<file path="src/rtl/mips_mem_pkg.sv">
// mips_mem_pkg: shared types and helpers for the MIPS load/store path.
//   mem_size_e   - access width after decoding the raw 2-bit size field
//   lsu_state_e  - load/store unit controller states
//   *_SHIFT      - big-endian lane positions (byte lane k sits at bits 31-8k:24-8k)
//   decode_size  - maps the raw size field onto mem_size_e (reserved code acts as word)
//   byte_shift / half_shift - lane shift amount for a given low address
package mips_mem_pkg;

    typedef enum logic [1:0] {
        SZ_BYTE = 2'b00,
        SZ_HALF = 2'b01,
        SZ_WORD = 2'b10
    } mem_size_e;

    typedef enum logic [0:0] {
        IDLE      = 1'b0,
        RMW_WRITE = 1'b1
    } lsu_state_e;

    // Big-endian: the lowest address holds the most significant lane.
    localparam logic [4:0] LANE0_SHIFT   = 5'd24;
    localparam logic [4:0] LANE1_SHIFT   = 5'd16;
    localparam logic [4:0] LANE2_SHIFT   = 5'd8;
    localparam logic [4:0] LANE3_SHIFT   = 5'd0;
    localparam logic [4:0] HALF_HI_SHIFT = 5'd16;
    localparam logic [4:0] HALF_LO_SHIFT = 5'd0;

    function automatic mem_size_e decode_size(input logic [1:0] raw);
        mem_size_e sz;
        case (raw)
            2'b00:   sz = SZ_BYTE;
            2'b01:   sz = SZ_HALF;
            default: sz = SZ_WORD;
        endcase
        return sz;
    endfunction

    function automatic logic [4:0] byte_shift(input logic [1:0] lo);
        logic [4:0] sh;
        case (lo)
            2'b00:   sh = LANE0_SHIFT;
            2'b01:   sh = LANE1_SHIFT;
            2'b10:   sh = LANE2_SHIFT;
            default: sh = LANE3_SHIFT;
        endcase
        return sh;
    endfunction

    function automatic logic [4:0] half_shift(input logic hi_sel);
        logic [4:0] sh;
        if (hi_sel) begin
            sh = HALF_LO_SHIFT;
        end else begin
            sh = HALF_HI_SHIFT;
        end
        return sh;
    endfunction

endpackage

</file>
<file path="src/rtl/mem_lane_align.sv">
// mem_lane_align: combinational byte-lane steering for the load/store unit.
// Ports:
//   old_word    in  32  word currently held in memory
//   new_data    in  32  right-justified store data
//   size        in  2   raw access size (00 byte, 01 half, 1x word)
//   is_signed   in  1   sign-extend loads when 1
//   addr_lo     in  2   byte offset within the word
//   merged_word out 32  old_word with the addressed lane(s) replaced by new_data
//   load_word   out 32  addressed lane(s) of old_word, right-justified and extended
module mem_lane_align
    import mips_mem_pkg::*;
(
    input  logic [31:0] old_word,
    input  logic [31:0] new_data,
    input  logic [1:0]  size,
    input  logic        is_signed,
    input  logic [1:0]  addr_lo,
    output logic [31:0] merged_word,
    output logic [31:0] load_word
);

    function automatic logic [31:0] merge_store(input logic [31:0] old_w,
                                                input logic [31:0] new_d,
                                                input mem_size_e   sz,
                                                input logic [1:0]  lo);
        logic [4:0]  sh;
        logic [31:0] mask;
        logic [31:0] res;
        sh   = 5'd0;
        mask = 32'h0000_0000;
        case (sz)
            SZ_BYTE: begin
                sh   = byte_shift(lo);
                mask = 32'h0000_00FF << sh;
                res  = (old_w & ~mask) | ({24'h00_0000, new_d[7:0]} << sh);
            end
            SZ_HALF: begin
                sh   = half_shift(lo[1]);
                mask = 32'h0000_FFFF << sh;
                res  = (old_w & ~mask) | ({16'h0000, new_d[15:0]} << sh);
            end
            default: begin
                res = new_d;
            end
        endcase
        return res;
    endfunction

    function automatic logic [31:0] extract_load(input logic [31:0] word,
                                                 input mem_size_e   sz,
                                                 input logic        sgn,
                                                 input logic [1:0]  lo);
        logic [31:0] shifted;
        logic [31:0] res;
        shifted = 32'h0000_0000;
        case (sz)
            SZ_BYTE: begin
                shifted = word >> byte_shift(lo);
                if (sgn) begin
                    res = {{24{shifted[7]}}, shifted[7:0]};
                end else begin
                    res = {24'h00_0000, shifted[7:0]};
                end
            end
            SZ_HALF: begin
                shifted = word >> half_shift(lo[1]);
                if (sgn) begin
                    res = {{16{shifted[15]}}, shifted[15:0]};
                end else begin
                    res = {16'h0000, shifted[15:0]};
                end
            end
            default: begin
                res = word;
            end
        endcase
        return res;
    endfunction

    // Both results are always available; the controller picks which one to use.
    always_comb begin
        merged_word = merge_store(old_word, new_data, decode_size(size), addr_lo);
        load_word   = extract_load(old_word, decode_size(size), is_signed, addr_lo);
    end

endmodule

</file>
<file path="src/rtl/load_store_unit.sv">
// load_store_unit: MEM-stage bridge from MIPS byte/half/word loads and stores
// to a word-wide data memory without byte enables. Sub-word stores become a
// read (stall cycle) followed by a write of the merged word.
// Ports:
//   clk, reset_n                 clock and synchronous active-low reset
//   req_valid/write/size/signed  request qualifiers from EX/MEM
//   req_addr, req_wdata          byte address and right-justified store data
//   stall                        holds the pipeline during the RMW read cycle
//   load_data, load_valid        registered, extended load result and its pulse
//   misalign_exc, bad_addr       registered misalignment pulse and offending address
//   dm_addr, dm_wdata            word index and write data to data memory
//   dm_write_en, dm_read         data memory strobes
//   dm_rdata                     combinational memory read data
module load_store_unit
    import mips_mem_pkg::*;
#(
    parameter int ADDR_W   = 32,
    parameter int DATA_W   = 32,
    parameter int DM_IDX_W = 8
) (
    input  logic              clk,
    input  logic              reset_n,
    input  logic              req_valid,
    input  logic              req_write,
    input  logic [1:0]        req_size,
    input  logic              req_signed,
    input  logic [ADDR_W-1:0] req_addr,
    input  logic [DATA_W-1:0] req_wdata,
    output logic              stall,
    output logic [DATA_W-1:0] load_data,
    output logic              load_valid,
    output logic              misalign_exc,
    output logic [ADDR_W-1:0] bad_addr,
    output logic [31:0]       dm_addr,
    output logic [DATA_W-1:0] dm_wdata,
    output logic              dm_write_en,
    output logic              dm_read,
    input  logic [DATA_W-1:0] dm_rdata
);

    lsu_state_e          state_q, state_d;
    logic [DATA_W-1:0]   merge_q, merge_d;
    logic [DM_IDX_W-1:0] rmw_idx_q, rmw_idx_d;
    logic [DATA_W-1:0]   load_data_q, load_data_d;
    logic                load_valid_q, load_valid_d;
    logic                misalign_exc_q, misalign_exc_d;
    logic [ADDR_W-1:0]   bad_addr_q, bad_addr_d;

    mem_size_e           size_s;
    logic                misaligned_s;
    logic [DATA_W-1:0]   merged_s;
    logic [DATA_W-1:0]   extracted_s;
    logic                dm_read_s;
    logic                dm_write_s;
    logic                stall_s;
    logic [DATA_W-1:0]   dm_wdata_s;
    logic [DM_IDX_W-1:0] dm_idx_s;

    mem_lane_align u_align (
        .old_word    (dm_rdata),
        .new_data    (req_wdata),
        .size        (req_size),
        .is_signed   (req_signed),
        .addr_lo     (req_addr[1:0]),
        .merged_word (merged_s),
        .load_word   (extracted_s)
    );

    // Alignment check: halves need an even address, words a multiple of four.
    always_comb begin
        size_s = decode_size(req_size);
        case (size_s)
            SZ_HALF: misaligned_s = req_addr[0];
            SZ_WORD: misaligned_s = |req_addr[1:0];
            default: misaligned_s = 1'b0;
        endcase
    end

    // Controller next state, memory strobes and registered-output next values.
    always_comb begin
        state_d        = state_q;
        merge_d        = merge_q;
        rmw_idx_d      = rmw_idx_q;
        load_data_d    = load_data_q;
        load_valid_d   = 1'b0;
        misalign_exc_d = 1'b0;
        bad_addr_d     = bad_addr_q;
        dm_read_s      = 1'b0;
        dm_write_s     = 1'b0;
        stall_s        = 1'b0;
        dm_wdata_s     = req_wdata;
        dm_idx_s       = req_addr[DM_IDX_W+1:2];
        case (state_q)
            IDLE: begin
                if (req_valid) begin
                    if (misaligned_s) begin
                        misalign_exc_d = 1'b1;
                        bad_addr_d     = req_addr;
                    end else if (!req_write) begin
                        dm_read_s    = 1'b1;
                        load_data_d  = extracted_s;
                        load_valid_d = 1'b1;
                    end else if (size_s == SZ_WORD) begin
                        dm_write_s = 1'b1;
                    end else begin
                        // Sub-word store: read now, write the merged word next cycle.
                        dm_read_s = 1'b1;
                        stall_s   = 1'b1;
                        merge_d   = merged_s;
                        rmw_idx_d = req_addr[DM_IDX_W+1:2];
                        state_d   = RMW_WRITE;
                    end
                end else begin
                    state_d = IDLE;
                end
            end
            RMW_WRITE: begin
                // The held store completes here; req_valid is not examined.
                dm_write_s = 1'b1;
                dm_wdata_s = merge_q;
                dm_idx_s   = rmw_idx_q;
                state_d    = IDLE;
            end
            default: begin
                state_d = IDLE;
            end
        endcase
    end

    // State and output registers with synchronous active-low reset.
    always_ff @(posedge clk) begin
        if (!reset_n) begin
            state_q        <= IDLE;
            merge_q        <= {DATA_W{1'b0}};
            rmw_idx_q      <= {DM_IDX_W{1'b0}};
            load_data_q    <= {DATA_W{1'b0}};
            load_valid_q   <= 1'b0;
            misalign_exc_q <= 1'b0;
            bad_addr_q     <= {ADDR_W{1'b0}};
        end else begin
            state_q        <= state_d;
            merge_q        <= merge_d;
            rmw_idx_q      <= rmw_idx_d;
            load_data_q    <= load_data_d;
            load_valid_q   <= load_valid_d;
            misalign_exc_q <= misalign_exc_d;
            bad_addr_q     <= bad_addr_d;
        end
    end

    // Strobes are gated by reset so a pending RMW write is dropped immediately.
    assign dm_read      = reset_n & dm_read_s;
    assign dm_write_en  = reset_n & dm_write_s;
    assign stall        = reset_n & stall_s;
    assign dm_wdata     = dm_wdata_s;
    assign dm_addr      = {{(32-DM_IDX_W){1'b0}}, dm_idx_s};
    assign load_data    = load_data_q;
    assign load_valid   = load_valid_q;
    assign misalign_exc = misalign_exc_q;
    assign bad_addr     = bad_addr_q;

endmodule

</file>
<file path="config.mk">
export PLATFORM = sky130hd
export DESIGN_NAME = load_store_unit
export DESIGN_NICKNAME = d
export VERILOG_FILES = /design/src/rtl/mips_mem_pkg.sv /design/src/rtl/mem_lane_align.sv /design/src/rtl/load_store_unit.sv
export SDC_FILE = /design/constraint.sdc
export NUM_CORES = 1
export LEC_CHECK = 0
export CORE_MARGIN = 1.5
export CORE_UTILIZATION = 41
export DETAILED_ROUTE_END_ITERATION = 12
export PLACE_DENSITY = 0.85
export SLEW_MARGIN = 15
export SYNTH_ARGS = -nofsm -noshare
export SYNTH_HDL_FRONTEND = slang
export SYNTH_HIERARCHICAL = 1
export SYNTH_SLANG_ARGS = --single-unit
</file>
<file path="constraint.sdc">
create_clock -name clk -period 1.6 [get_ports clk]
set_input_delay 0.32 -clock clk [delete_from_list [all_inputs] [get_ports clk]]
set_output_delay 0.32 -clock clk [all_outputs]
set_load 0.05 [all_outputs]
</file>
Word-level counts from Yosys, hierarchy flattened
Cells that the tools add are included.
{ "word_totals": {"regBits": 107, "out_inout_bits": 133, "elab_cells": 71} }
{ "classes": {"n_eq_ne": 5, "shift": 6, "muxes": 29, "n_bitwise": 15, "reduce_logical": 9} }
{ "ops": {"columns": ["operator", "n"], "rows": [
  ["$pmux W32 S2", 2],
  ["$mux W32", 3],
  ["$and A32 B32 Y32", 2],
  ["$not A32 Y32", 2],
  ["$or A32 B32 Y32", 2],
  ["$shl A16 B5 Y32", 1],
  ["$shl A16 B5 Y32 const A", 1],
  ["$shl A8 B5 Y32", 1],
  ["$shl A8 B5 Y32 const A", 1],
  ["$shr A32 B5 Y16", 1],
  ["$shr A32 B5 Y8", 1],
  ["$mux W1", 15],
  ["$mux W5", 3],
  ["$pmux W5 S3", 1],
  ["$mux W8", 1],
  ["$eq A2 B1 Y1 const B", 3],
  ["$logic_not A2 Y1", 3],
  ["$not A1 Y1", 6],
  ["$pmux W1 S2", 3],
  ["$reduce_and A5 Y1", 1],
  ["$eq A2 B2 Y1 const B", 2],
  ["$pmux W2 S2", 1],
  ["$reduce_and A4 Y1", 1],
  ["$reduce_or A4 Y1", 1],
  ["4 further kinds", 6]
]} }

Logic depth before layout (Yosys ltp)
Gate-level depths: netlist of run 1.
{ "logic_depth": {"word_depth": 9, "depth_mapped": 8} }

Cells and area by module
The synthesis of run 1 kept the hierarchy.
{ "by_module_without_submodules": {"columns": ["mod", "n_inst", "cells_each", "area_each_um2", "seq_area_each_um2"], "rows": [
  ["load_store_unit", 1, 551, 5007.3, 2142.1],
  ["mem_lane_align", 1, 224, 1517.7, 0.0]
]} }

Least setup slack after synthesis of run 1
OpenSTA, ideal clock, no wires.
{ "synth_timing": {"kind": "input -> output", "start": "input port reset_n", "end": "output port dm_write_en", "arrival_ns": 1.637, "required_ns": 1.280, "slack_ns": -0.357, "cell_stages": 4, "path_cell_list": "buf_4 > buf_2 > clkbuf_1 > nor2b_1"} }
{ "synth_between": {"elab_chain_cells": 1} }
{ "synth_rtl": {"columns": ["item", "line", "source"], "rows": [
  ["start, declared", "load_store_unit.sv:22", "input logic reset_n,"],
  ["$and A1 B1 Y1", "load_store_unit.sv:153", "assign dm_write_en = reset_n & dm_write_s;"],
  ["end, declared", "load_store_unit.sv:36", "output logic dm_write_en,"]
]} }
Every way passes these cells.

Worst setup path in the final report of run 1
{ "layout_timing": {"start": "input port req_size[0]", "end": "output port dm_read"} }
{ "layout_between": {"elab_chain_cells": 9, "word_cells_on_any_way": 12, "cone_classes": "3 x eq/ne; 7 x mux; 1 x bitwise; 1 x reduce/logical"} }
{ "layout_rtl": {"columns": ["item", "line", "source"], "rows": [
  ["start, declared", "load_store_unit.sv:25", "input logic [1:0] req_size,"],
  ["$eq A2 B1 Y1 / $logic_not A2 Y1 (equally long branches)", "mips_mem_pkg.sv:30", "case (raw)"],
  ["$pmux W2 S2 *", "mips_mem_pkg.sv:30", null],
  ["$eq A2 B2 Y1", "load_store_unit.sv:72, load_store_unit.sv:103", null],
  ["$mux W1", "load_store_unit.sv:103", "end else if (size_s == SZ_WORD) begin"],
  ["$mux W1", "load_store_unit.sv:99", "end else if (!req_write) begin"],
  ["$mux W1 *", "load_store_unit.sv:96", "if (misaligned_s) begin"],
  ["$mux W1 *", "load_store_unit.sv:95", "if (req_valid) begin"],
  ["$mux W1 *", "load_store_unit.sv:93", "case (state_q)"],
  ["$and A1 B1 Y1 *", "load_store_unit.sv:152", "assign dm_read = reset_n & dm_read_s;"],
  ["end, declared", "load_store_unit.sv:37", "output logic dm_read,"]
]} }
Mark *: on every way between the ends. The rest lies on a longest branch, timed or not.

==> results of run 1 <==
layout make-up:
class	count	area (um2)	share of cell area (%)
multi-input cells	591	4050	40.3
repair buffers	317	3310	32.9
flip-flops and latches	107	2150	21.3
well taps	211	264	2.63
clock buffers	11	253	2.51
clock inverters	4	26.3	0.261
diodes	3	7.51	0.0746
path summary, 6_finish.rpt:
check | slack (ns) | cells after the start | startpoint | end
worst min-delay path | 0.45 | 2 | req_write | load_valid
worst max register to register | 0.03 | 6 | state_q | merge_q[20]
worst min register to register | 0.46 | 2 | bad_addr[23] | bad_addr[23]
worst max-delay path | -0.28 | 6 | req_size[0] | dm_read
cells in the final DEF, fill, tap and decap left out, types with 25 or more instances in the layout:
cell type and count:
o21ai_0 50, clkdlybuf4s50_1 91, buf_6 37, dfxtp_1 106
nand2_1 161, nand3_1 40, a21boi_1 38, mux2i_1 80
buf_4 132, buf_12 40, mux2_4 25
state kept, by name, summed over array words and instances (netlist names):
name,flops
bad_addr,32
load_data,32
load_valid,1
merge_q,32
misalign_exc,1
rmw_idx_q,8
state_q,1
per-layer routing:
layer | GRT usage [%] | part of all wire [%] | vias up
met2 | 41.3 | 47 | 400
met5 | 0 | 0 | -
met1 | 32.5 | 39 | 3152
li1 | - | - | 3185
met4 | 13.9 | 4.3 | 0
met3 | 6.28 | 9.4 | 75
power breakdown:
part           switching [W]  leakage (nW)  internal [W]
registers          0.0000725         0.871       0.00277
logic                0.00144          3.14       0.00109
clock network        0.00100         0.137       0.00113
total                0.00251          4.15       0.00499
cells by family after synthesis:
group / synth area share, %
simple gates: 17.0
compound gates: 19.3
mux: 21.8
flops: 32.8
buf+inv: 9.09
other cells: 0.0575
worst reg2reg max path: stages, from the launching register on:
cell       delay (ns)
dfxtp_4          0.39
buf_6            0.16
buf_4            0.13
nand4bb_4        0.24
buf_12           0.21
o21ai_0          0.22
a21boi_1         0.10
timing repair:
item                       in CTS  in global routing
resized for setup              76                 37
setup buffers                   9                  3
gates cloned                    0                  1
pin swaps                       4                  3
setup endpoints to repair     140                 91
metrics by stage:
step                      power [W]  setup TNS [ns]
after floorplan             0.00433          -0.118
after global placement      0.00523          -50.74
after detailed placement    0.00526          -53.24
after CTS                   0.00747           -7.37
after global routing        0.00777           -9.24
final                       0.00750           -7.75
==> metrics, run 1 <==
Setup CP Type in2out; most numerous cell in the Yosys netlist nand2_1; CTS buffer count 9; Final setup violation count 43; core area roughly 15000 um2; worst hold slack between 0.4 and 0.5 ns; crit share post-route 117%; initial drt markers approximately 660; Hold-fix buffers, CTS 0; count of pins over their slew limit 0; crit-path cells dlygate4sd2_1 > buf_4 > o21ai_2 > nand4_1 > a21oi_2 > buf_12; min cycle time layout 1.88 ns; VDD IR max 0.464 mV; failing checks negative setup slack; via-per-instance ratio 5.48; Cell Rows 45; pin count of the biggest net entering global routing 69; dpl cell area 9320 um2; via count ~7000; Port Buffers 211; Worst setup SP type primary input; pre-CTS setup slack -0.621 ns; Cell variety after synth between 40 and 50; P&R area growth vs syn 54.1%; Yosys top cell area share around a third; HP Class in2reg; RSZ-0062 raised after global routing yes; die height 129 um; clock skew approximately 0.0084 ns; nets ~1100; dpl hpwl 16000 um; CTS H-tree lvls 3; leakage about 4.1 nW; antenna violations before repair 2; clock slew at reported path FFs ~0.07 ns; Max Root-Sink Buffers 2; share of synthesized registers carrying an async set or reset 0%; root buffer cell clkbuf_16; Worst Path Required between 1 and 1.5 ns; Initial Utilization 42.5%; Seq/Total Area, Yosys approximately a third; vias in the first global route around 6400; wirelength, routed between 20000 and 25000 um; Core Util, Final between 60% and 70%; Sink Count 107; Post-Synthesis Cells approximately 780; MaxCap Viol Count 0; Routed Antenna Nets 0; Achievable Freq ~0.53 GHz; status complete, but fails checks; PnR worst setup slack -0.278 ns; cell area after synthesis between 6000 and 7000 um2; dominant synthesized flop cell dfxtp_1; final instance area between 10000 and 15000 um2; Routed wire per std cell 18.2 um; CP max stage delay around 0.3 ns; Finished Layout Cells 1244; Final Wtd Congestion around 0.94; first-pass GRT wire length approximately 34000 um; CP max stage cell dlygate4sd2_1; DRC 0; # IOs approximately 240; top cells by area, synth dfxtp_1 (33%), mux2i_1 (12%), nand2_1 (9.3%); Fin. Hold Viols 0; Placed Cells around 1200; Die Area between 15000 and 20000 um2; critical path peak fanout 8; Synth Area per Inst 8.42 um2; Tot GR Track Use around a quarter; Ys Warns 6; share of cells above drive strength 1 29.2%; Post-synth EDFFs 0; later-pin clock latency in the skew report about 0.35 ns; PD cells approximately 750 nW/um2; buffers plus inverters on the worst setup path 3; Congestion Overflow GR 0; Synth area leader dfxtp_1; Filler Cell Count between 1000 and 1500; die width roughly 130 um; crit end category output port; most frequent cells after synthesis nand2_1 (162), dfxtp_1 (107), mux2i_1 (80); CTS tree built; TritonRoute pass-1 iters 6; Yosys reg bits around 110; CP delay by family, top buffers and inverters; CP arrival roughly 1.6 ns
(Power assumes the default switching activity.)
==> inputs of run 2 (changes only) <==
--- a/config.mk
+++ b/config.mk
@@ -6,11 +6,12 @@
 export NUM_CORES = 1
 export LEC_CHECK = 0
 export CORE_MARGIN = 1.5
-export CORE_UTILIZATION = 41
+export CORE_UTILIZATION = 46
 export DETAILED_ROUTE_END_ITERATION = 12
-export PLACE_DENSITY = 0.85
+export PLACE_DENSITY = 0.9
 export SLEW_MARGIN = 15
 export SYNTH_ARGS = -nofsm -noshare
 export SYNTH_HDL_FRONTEND = slang
 export SYNTH_HIERARCHICAL = 1
 export SYNTH_SLANG_ARGS = --single-unit
+export TNS_END_PERCENT = 30
==> constraint.sdc (replaced) <==
create_clock -name clk -period 2 [get_ports clk]
set_input_delay 0.4 -clock clk [delete_from_list [all_inputs] [get_ports clk]]
set_output_delay 0.4 -clock clk [all_outputs]
set_load 0.05 [all_outputs]
==> run 2 against run 1 <==
Effect of this change: first-iteration DRC count fell by 6.3%; critical path type is now reg2out; the run now ends clean; sequential power fell by 20%; critical path depth decreased by 2.
==> metrics, run 2 (synthesis gave the netlist of run 1 again) <==
CTS tree built (unchanged); buffers plus inverters on the worst setup path 2 (was 3); PD cells 658 nW/um2 (was 746 nW/um2); Multi-input gate area 3910 um2 (was 4050 um2); nets 1081 (was 1129); critical path peak fanout 12 (was 8); setup_tns 0 ns (was -7.75 ns); crit-path cells buf_4 > and4bb_2 > and3_4 > buf_6 (was dlygate4sd2_1 > buf_4 > o21ai_2 > nand4_1 > a21oi_2 > buf_12); CP max stage delay 0.34 ns (was 0.30 ns); Achievable Freq between 0.5 and 0.6 GHz; CP max stage cell dfxtp_2 (was dlygate4sd2_1); Sink Count 107 (unchanged); CP arrival 1.56 ns (about the same); crit share post-route a little over nine tenths; pin count of the biggest net entering global routing 70 (was 69); Comb pwr share 30.2% (was 33.6%); Max-slew headroom 45.8%; MaxCap Viol Count 0 (unchanged); Cell Rows 43 (was 45); Reg2Reg Setup Slack 0.33 ns (was 0.03 ns); PnR worst setup slack 0.0412 ns (was -0.278 ns); pre-CTS setup slack -0.289 ns (was -0.621 ns); root buffer cell clkbuf_16 (unchanged); HP Class in2reg (unchanged); Routed Antenna Nets 0 (unchanged); Port Buffers 211 (unchanged); die width 122 um (was 129 um); setup repair bufs after CTS 0 (was 9); Final setup violation count 0 (was 43); Final Wtd Congestion 0.923 (was 0.942); most frequent cells in the layout nand2_1 (162), clkdlybuf4s50_1 (157), dfxtp_1 (106) (was nand2_1 (161), buf_4 (132), dfxtp_1 (106)); Worst Path Required 1.60 ns (was 1.28 ns); VDD IR max 0.484 mV (was 0.464 mV); # IOs 236 (unchanged); switching share of power 32.7% (was 33.5%); min cycle time layout slightly below 2 ns; register area 2140 um2 (was 2150 um2); Routed wire per std cell 17.5 um (was 18.2 um); clock share of power 32.2% (was 28.4%); die height 122 um (was 129 um); via count 6544 (was 6812); CP delay by family, top simple AND/OR/NAND/NOR gates (was buffers and inverters); status finished clean (was complete, but fails checks); DRC 0 (unchanged); RSZ-0062 raised after global routing no (was yes); antenna violations before repair 0 (was 2); P&R area growth vs syn 40.1% (was 54.1%); Setup CP Type reg2out (was in2out); Fin. Hold Viols 0 (unchanged); sw power 0.00197 W (was 0.00251 W); clock skew 0.0113 ns (was 0.00841 ns); crit end category output port (unchanged); CTS buffer count 9 (unchanged); wirelength, routed 20400 um (was 22600 um); Worst Tran Pin Value 0.810 ns; CTS H-tree lvls 3 (unchanged); count of pins over their slew limit 0 (unchanged); Tot GR Track Use 26.9% (was 26.0%); Worst setup SP type flop (was primary input); Die Area 14900 um2 (was 16700 um2); Initial Utilization 47.0% (was 42.5%); Reg power frac 37.6% (was 37.9%); most common cell after layout, fill and taps aside nand2_1 (unchanged); clock slew at reported path FFs 0.08 ns (was 0.07 ns); core area 13900 um2 (was 15400 um2); # diodes 0 (was 3); leakage 3.57 nW (was 4.15 nW); vias in the first global route 5891 (was 6439); share of cells above drive strength 1 18.2% (was 29.2%); via-per-instance ratio 5.63 (was 5.48); dpl hpwl 14600 um (was 16000 um); TritonRoute pass-1 iters 6 (unchanged); Tot Pwr 0.00601 W (was 0.00750 W); Max Root-Sink Buffers 2 (unchanged); first-pass GRT wire length 31200 um (was 33900 um); P_int 0.00404 W (was 0.00499 W); Congestion Overflow GR 0 (unchanged); later-pin clock latency in the skew report 0.36 ns (was 0.35 ns); initial drt markers 614 (was 655); Filler Cell Count 1132 (was 1232)
## run 2: through the flow
stage | hold WS, ns | std cells | area [um2] | util (%)
5_1_grt | 0.373 | 1163 | 9140 | 65.9
2_1_floorplan | 0.449 | 798 | 6610 | -
4_1_cts | 0.339 | 1163 | 9140 | 65.8
6_report | 0.359 | 1163 | 9140 | 65.9
3_5_place_dp | 0.447 | 1147 | 8810 | 63.4
3_3_place_gp | 0.441 | 1147 | 8810 | 63.4
## run 2: final cells by class
type / count / area share [%]
clock buffers: 10 / 2.50
repair buffers: 269 / 27.9
flip-flops and latches: 107 / 23.4
clock inverters: 6 / 0.958
well taps: 180 / 2.46
multi-input cells: 591 / 42.7
## run 2: power groups by stage
stage          Clock, W  Sequential [W]  Combinational [W]
2_1_floorplan         0         0.00252           0.000945
3_3_place_gp          0         0.00231            0.00178
3_5_place_dp          0         0.00231            0.00179
4_1_cts         0.00196         0.00226            0.00180
5_1_grt         0.00205         0.00227            0.00191
6_report        0.00194         0.00226            0.00182
## run 2: per-layer routing
metal | vias up | routed length (um) | global-route usage (%) | part of all wire (%)
met4 | 0 | 850 | 14.8 | 4.2
li1 | 3093 | - | - | -
met1 | 3015 | 8470 | 35.5 | 41
met2 | 375 | 9320 | 41.7 | 46
met3 | 61 | 1780 | 4.49 | 8.7
met5 | - | 0 | 0 | 0
## run 2: repair_timing
item / CTS / global route
hold buffers: 0 / 0
endpoints found under the hold margin: 0 / 0
gates resized for setup: 8 / 2
setup endpoints to repair: 3 / 1
pin swaps: 1 / 0
## run 2: final timing paths
kind,start,endpoint,cells past startpoint
max,state_q,stall,4
min reg2reg,bad_addr[30],bad_addr[30],2
max reg2reg,state_q,merge_q[4],5
min,reset_n,bad_addr[0],3
## run 2: worst reg2reg max path, cell delays in order (launching register included)
cell	delay, ns
dfxtp_2	0.34
buf_4	0.19
and4bb_2	0.31
buf_4	0.39
nand3_1	0.20
a21boi_1	0.16
